==> config.mk <==
export PLATFORM = sky130hd
export DESIGN_NAME = level_detect
export DESIGN_NICKNAME = d
export VERILOG_FILES = /design/src/rtl/level_detect.sv
export SDC_FILE = /design/constraint.sdc
export NUM_CORES = 1
export LEC_CHECK = 0
export BUFFER_PORTS_ARGS = -buffer_cell sky130_fd_sc_hd__buf_2
export CAP_MARGIN = 25
export CORE_MARGIN = 2
export CORE_UTILIZATION = 50
export DETAILED_ROUTE_END_ITERATION = 16
export PLACE_DENSITY = 0.77
export SLEW_MARGIN = 20
export SYNTH_ARGS = -nofsm -noshare
export SYNTH_HDL_FRONTEND = slang
export SYNTH_SLANG_ARGS = --single-unit
==> constraint.sdc <==
create_clock -name clk -period 3.75 [get_ports clk]
set_input_delay 0.75 -clock clk [delete_from_list [all_inputs] [get_ports clk]]
set_output_delay 0.75 -clock clk [all_outputs]
set_load 0.1 [all_outputs]
==> src/rtl/level_detect.sv <==
// Debounced level detector with an event FIFO. A level change is registered one cycle after the qualifying sample.
// Events leave through a first-word fall-through FIFO under valid/ready; when the FIFO is full, a new event is dropped and overflow is set.
// Build option: LEVEL_DETECT_TIMESTAMP_EN adds the sample counter, the per-event timestamp storage and the evt_time port.
module level_detect #(
    parameter int N = 16,
    parameter int K = 4,
    parameter int D = 4,
    parameter int T = 16
) (
    input  logic         clk,
    input  logic         rstn,
    input  logic [N-1:0] average,
    input  logic         average_valid,
    input  logic [N-1:0] thr_high,
    input  logic [N-1:0] thr_low,
    output logic         level,
    output logic         evt_valid,
    input  logic         evt_ready,
    output logic         evt_rising,
`ifdef LEVEL_DETECT_TIMESTAMP_EN
    output logic [T-1:0] evt_time,
`endif
    output logic         overflow
);

    localparam int AW = $clog2(D);
    localparam int CW = AW + 1;
    localparam logic [7:0] K_CNT = 8'(K);

    if (K < 1 || K > 255) begin : g_bad_k
        $error("level_detect: K must be in 1..255");
    end
    if (D < 2 || (D & (D - 1)) != 0) begin : g_bad_d
        $error("level_detect: D must be a power of two, at least 2");
    end
    if (T < 1) begin : g_bad_t
        $error("level_detect: T must be at least 1");
    end

    typedef enum logic [1:0] {
        LOW       = 2'd0,
        RISE_PEND = 2'd1,
        HIGH      = 2'd2,
        FALL_PEND = 2'd3
    } state_t;

    state_t      r_state;
    state_t      w_state_nxt;
    logic [7:0]  r_cnt;
    logic [7:0]  w_cnt_nxt;
    logic [7:0]  w_cnt_inc;
    logic        r_level;
    logic        w_ge_high;
    logic        w_le_low;
    logic        w_push;
    logic        w_push_rising;

    assign w_ge_high = (average >= thr_high);
    assign w_le_low  = (average <= thr_low);
    assign w_cnt_inc = r_cnt + 8'd1;

    always_comb begin
        w_state_nxt   = r_state;
        w_cnt_nxt     = r_cnt;
        w_push        = 1'b0;
        w_push_rising = 1'b0;
        if (average_valid) begin
            case (r_state)
                LOW: begin
                    if (w_ge_high) begin
                        if (K_CNT == 8'd1) begin
                            w_state_nxt   = HIGH;
                            w_cnt_nxt     = 8'd0;
                            w_push        = 1'b1;
                            w_push_rising = 1'b1;
                        end else begin
                            w_state_nxt = RISE_PEND;
                            w_cnt_nxt   = 8'd1;
                        end
                    end
                end
                RISE_PEND: begin
                    if (!w_ge_high) begin
                        w_state_nxt = LOW;
                        w_cnt_nxt   = 8'd0;
                    end else if (w_cnt_inc == K_CNT) begin
                        w_state_nxt   = HIGH;
                        w_cnt_nxt     = 8'd0;
                        w_push        = 1'b1;
                        w_push_rising = 1'b1;
                    end else begin
                        w_cnt_nxt = w_cnt_inc;
                    end
                end
                HIGH: begin
                    if (w_le_low) begin
                        if (K_CNT == 8'd1) begin
                            w_state_nxt = LOW;
                            w_cnt_nxt   = 8'd0;
                            w_push      = 1'b1;
                        end else begin
                            w_state_nxt = FALL_PEND;
                            w_cnt_nxt   = 8'd1;
                        end
                    end
                end
                FALL_PEND: begin
                    if (!w_le_low) begin
                        w_state_nxt = HIGH;
                        w_cnt_nxt   = 8'd0;
                    end else if (w_cnt_inc == K_CNT) begin
                        w_state_nxt = LOW;
                        w_cnt_nxt   = 8'd0;
                        w_push      = 1'b1;
                    end else begin
                        w_cnt_nxt = w_cnt_inc;
                    end
                end
                default: begin
                    w_state_nxt = LOW;
                    w_cnt_nxt   = 8'd0;
                end
            endcase
        end
    end

    always_ff @(posedge clk or negedge rstn) begin
        if (!rstn) begin
            r_state <= LOW;
            r_cnt   <= 8'd0;
            r_level <= 1'b0;
        end else begin
            r_state <= w_state_nxt;
            r_cnt   <= w_cnt_nxt;
            r_level <= (w_state_nxt == HIGH) || (w_state_nxt == FALL_PEND);
        end
    end

    assign level = r_level;

    // Event FIFO: pop is gated by non-empty, so a push into an empty FIFO is never consumed in the same cycle.
    logic [AW-1:0] r_wr_ptr;
    logic [AW-1:0] r_rd_ptr;
    logic [CW-1:0] r_count;
    logic          r_overflow;
    logic          r_mem_rising [D];
    logic          w_full;
    logic          w_empty;
    logic          w_pop;
    logic          w_wr;

    assign w_full  = (r_count == CW'(D));
    assign w_empty = (r_count == '0);
    assign w_pop   = evt_ready && !w_empty;
    assign w_wr    = w_push && (!w_full || w_pop);

    always_ff @(posedge clk or negedge rstn) begin
        if (!rstn) begin
            r_wr_ptr   <= '0;
            r_rd_ptr   <= '0;
            r_count    <= '0;
            r_overflow <= 1'b0;
        end else begin
            if (w_wr) begin
                r_wr_ptr <= r_wr_ptr + AW'(1);
            end
            if (w_pop) begin
                r_rd_ptr <= r_rd_ptr + AW'(1);
            end
            if (w_wr && !w_pop) begin
                r_count <= r_count + CW'(1);
            end else if (w_pop && !w_wr) begin
                r_count <= r_count - CW'(1);
            end
            if (w_push && w_full && !w_pop) begin
                r_overflow <= 1'b1;
            end
        end
    end

    always_ff @(posedge clk) begin
        if (w_wr) begin
            r_mem_rising[r_wr_ptr] <= w_push_rising;
        end
    end

    assign evt_valid  = !w_empty;
    assign evt_rising = !w_empty && r_mem_rising[r_rd_ptr];
    assign overflow   = r_overflow;

`ifdef LEVEL_DETECT_TIMESTAMP_EN
    // Each event carries the counter value of its qualifying sample, before that sample's increment.
    logic [T-1:0] r_ts;
    logic [T-1:0] r_mem_time [D];

    always_ff @(posedge clk or negedge rstn) begin
        if (!rstn) begin
            r_ts <= '0;
        end else if (average_valid) begin
            r_ts <= r_ts + T'(1);
        end
    end

    always_ff @(posedge clk) begin
        if (w_wr) begin
            r_mem_time[r_wr_ptr] <= r_ts;
        end
    end

    assign evt_time = w_empty ? '0 : r_mem_time[r_rd_ptr];
`endif

endmodule

==> impl_metrics.py <==
metrics = {
    "layout": {
        "drive_gt1_share_pct": 24.9,
        "fill_cells": 332,
        "area_growth_pct": 19.3,
        "diodes": 0,
        "layout.area.seq_sq_um": 596,
        "final_cells": 327,
        "final_area_sq_um": 2410,
        "multi_input_area_sq_um": 1250,
        "final_util_pct": 61.2,
        "layout.nets": 369,
    },
    "floorplanning": {
        "core-area_sq_um": 3940,
        "floorplan.initialDensity_pct": 51.3,
        "die_w_um": 67.6,
        "die_h_um": 67.6,
        "pin_count": 56,
        "dieArea_sq_um": 4570,
        "fp-row-count": 23,
    },
    "critical_path": {
        "critical_path.max_fanout": 2,
        "end_kind": "flip-flop",
        "crit_required_ps": 3900,
        "crit_type": "input port to flip-flop",
        "cp-start-kind": "input port",
        "worstPathArrival_ps": 3540,
    },
    "grt": {
        "grt_pass1_vias": 1630,
        "grt_max_degree": 20,
        "grt_pass1_wl_um": 6580,
        "overflow": 0,
        "antenna_found_initial": 0,
        "grt_use_total_pct": 18.5,
    },
    "cts": {
        "cts_tree": "done",
        "cts_sinks": 23,
        "cts_made_buffers": 3,
        "cts_root_buf": "clkbuf_8",
        "htree_levels": 1,
        "path_clk_slew_ps": 80,
        "post_cts_buffers": 0,
        "clk_latency_ps": 260,
        "clockBufferDepth": 2,
        "cts_hold_buf": 0,
        "cts_resized": 0,
    },
    "sta": {
        "rsz0062_at_grt": "no",
        "fin_crit_ps": 3390,
        "final_max_slew_viol_count": 0,
        "setup_viol": 0,
        "finalSetupTns_ps": 0,
        "hold_viol": 0,
        "fmax_mhz": 295,
        "fin_skew_ps": 3.04,
        "tightest_slew_ps": 742,
        "finalCritPeriodShare_pct": 90.4,
        "relSlewSlack_pct": 49.8,
    },
    "routing": {
        "vias": 1683,
        "drtPass1Iterations": 4,
        "vias_per_cell": 5.15,
        "routed_wl_um": 3770,
        "ant_nets": 0,
        "routedWlPerCell_um": 11.5,
        "drc": 0,
        "drtIter0Drc": 84,
    },
    "place": {
        "dpl.hpwl_um": 3180,
        "dpl_cell_area_sq_um": 2370,
        "portBuffers": 55,
        "dp.cells": 323,
        "gp_congestion": 0.716,
    },
    "synth": {
        "synthAdderAreaFrac_pct": 24.5,
        "synthMuxAreaShare_pct": 3.40,
        "ys_ff_latch": 23,
        "synth_cell_type_count": 44,
        "synth_fp_nets": 309,
        "syn_area_sq_um": 2020,
        "synthCells": 218,
        "avgSynthCellArea_sq_um": 9.27,
        "synth_top_family_by_area": "adder cells",
        "synth-xor-area-share_pct": 2.60,
        "ys_warn_count": 0,
        "synth_compound_area_share_pct": 15.3,
        "seq_area_frac_synth_pct": 29.5,
        "yosys.area_share.simple_pct": 16.2,
    },
    "worst_hold_path": {
        "hp-class": "input port to async pin",
    },
    "power_and_ir_drop": {
        "vdd_ir_drop_max_mv": 0.207,
        "powerDensity_nw_per_um2": 431,
        "p_leak_uw": 0.00125,
    },
    "run": {
        "cap_violations": 0,
    },
    "outcome": {
        "status": "complete, no violations",
    },
}
synthesized netlist by cell type, drive strengths merged:
cell / count / area [sq um]
a2111oi: 2 / 36.3
a211oi: 1 / 7.51
a21o: 1 / 7.51
a21oi: 15 / 75.1
a221o: 1 / 10.0
a31o: 1 / 8.76
a31oi: 1 / 6.26
and2: 5 / 31.3
and4: 2 / 17.5
clkbuf: 2 / 7.51
dfrtp: 19 / 475
edfxtp: 4 / 120
fa: 1 / 20.0
ha: 38 / 475
inv: 44 / 165
mux2: 2 / 26.3
mux2i: 2 / 20.0
mux4: 1 / 22.5
nand2: 6 / 22.5
nand2b: 3 / 26.3
nand3: 7 / 35.0
nand4: 5 / 31.3
nor2: 7 / 26.3
nor2b: 6 / 37.5
nor3: 5 / 25.0
nor3b: 3 / 33.8
nor4: 3 / 18.8
nor4b: 1 / 8.76
o2111ai: 1 / 8.76
o211ai: 2 / 15.0
o21a: 2 / 15.0
o21ai: 6 / 30.0
o22ai: 7 / 43.8
o31a: 1 / 8.76
o31ai: 2 / 15.0
o32a: 1 / 22.5
or2: 1 / 6.26
or3: 1 / 6.26
xnor2: 4 / 35.0
xor2: 2 / 17.5
power by group:
part | total, uW | switching, uW | leakage (uW) | internal, uW
clock | 151 | 75.5 | 0.0000228 | 75.7
sequential | 389 | 66.9 | 0.000283 | 322
combinational | 500 | 302 | 0.000946 | 198
area by class of cell:
cell class	instances	area share, %
clock buffer	4	1.87
inverter	44	6.85
multi-input combinational	149	52.0
sequential	23	24.7
tap	50	2.59
timing repair buffer	57	12.0
critical path: stages:
cell and delay [ps]:
buf_2 70, inv_1 50, ha_1 290, nand2b_4 150, a2111oi_4 320, nor3_1 90, o31a_1 330, o32a_4 360
nor3b_4 160, ha_1 230, inv_1 70, fa_1 400, mux2_2 260
state kept, by name, indices dropped and copies added (netlist names):
name          cells
r_state           2
r_mem_rising      4
r_cnt             8
r_rd_ptr          2
r_wr_ptr          2
r_count           3
overflow          1
level             1
logic make-up after synthesis:
group	after synthesis
AOI/OAI and AO/OA	44
adders and majority gates	39
muxes	5
and+or+nand+nor	55
xor gates and xnor gates	6
buffers and inverters	46
DFF	23
final timing paths:
check,endpoint,startpoint,cells after the start,slack (ps)
max in group asynchronous,r_state[1]$_DFF_PN0_,rstn,1,3030
min,r_cnt[7]$_DFFE_PN0P_,rstn,1,420
min reg2reg,overflow$_DFFE_PN0P_,overflow$_DFFE_PN0P_,1,480
min in group clk,overflow$_DFFE_PN0P_,overflow$_DFFE_PN0P_,1,480
max,r_count[1]$_DFFE_PN0P_,average[0],13,360
max reg2reg,r_count[2]$_DFFE_PN0P_,r_cnt[0]$_DFFE_PN0P_,11,990
layer usage:
layer / wire length, um / global-route usage (%)
met5: 0 / 0
met4: 38 / 3.06
met3: 152 / 3.50
met2: 1800 / 32.7
met1: 1780 / 23.6
placed cells by master, fill, tap and decap left out, drive strengths merged, types with 2 or more instances in the layout:
master,netlist,layout
nor2,7,7
a21oi,15,15
dfrtp,19,19
o21ai,6,6
xnor2,4,4
ha,38,38
a2111oi,2,2
nor3,5,5
nand2,6,6
o31ai,2,2
nand4,5,5
nor4,3,3
o211ai,2,2
and2,5,5
buf,0,57
o21a,2,2
o22ai,7,7
clkbuf,2,4
nand3,7,7
nor3b,3,3
mux2,2,2
mux2i,2,2
edfxtp,4,4
inv,44,44
nand2b,3,3
xor2,2,2
nor2b,6,6
and4,2,2
metrics by stage:
step	total power [uW]	worst slack, ps	hold slack, ps
after floorplan	773	213	447
after global placement	881	133	463
after detailed placement	898	73.9	462
after CTS	1050	352	430
after global routing	1130	221	448
final	1040	361	417
(Power assumes the default switching activity.)
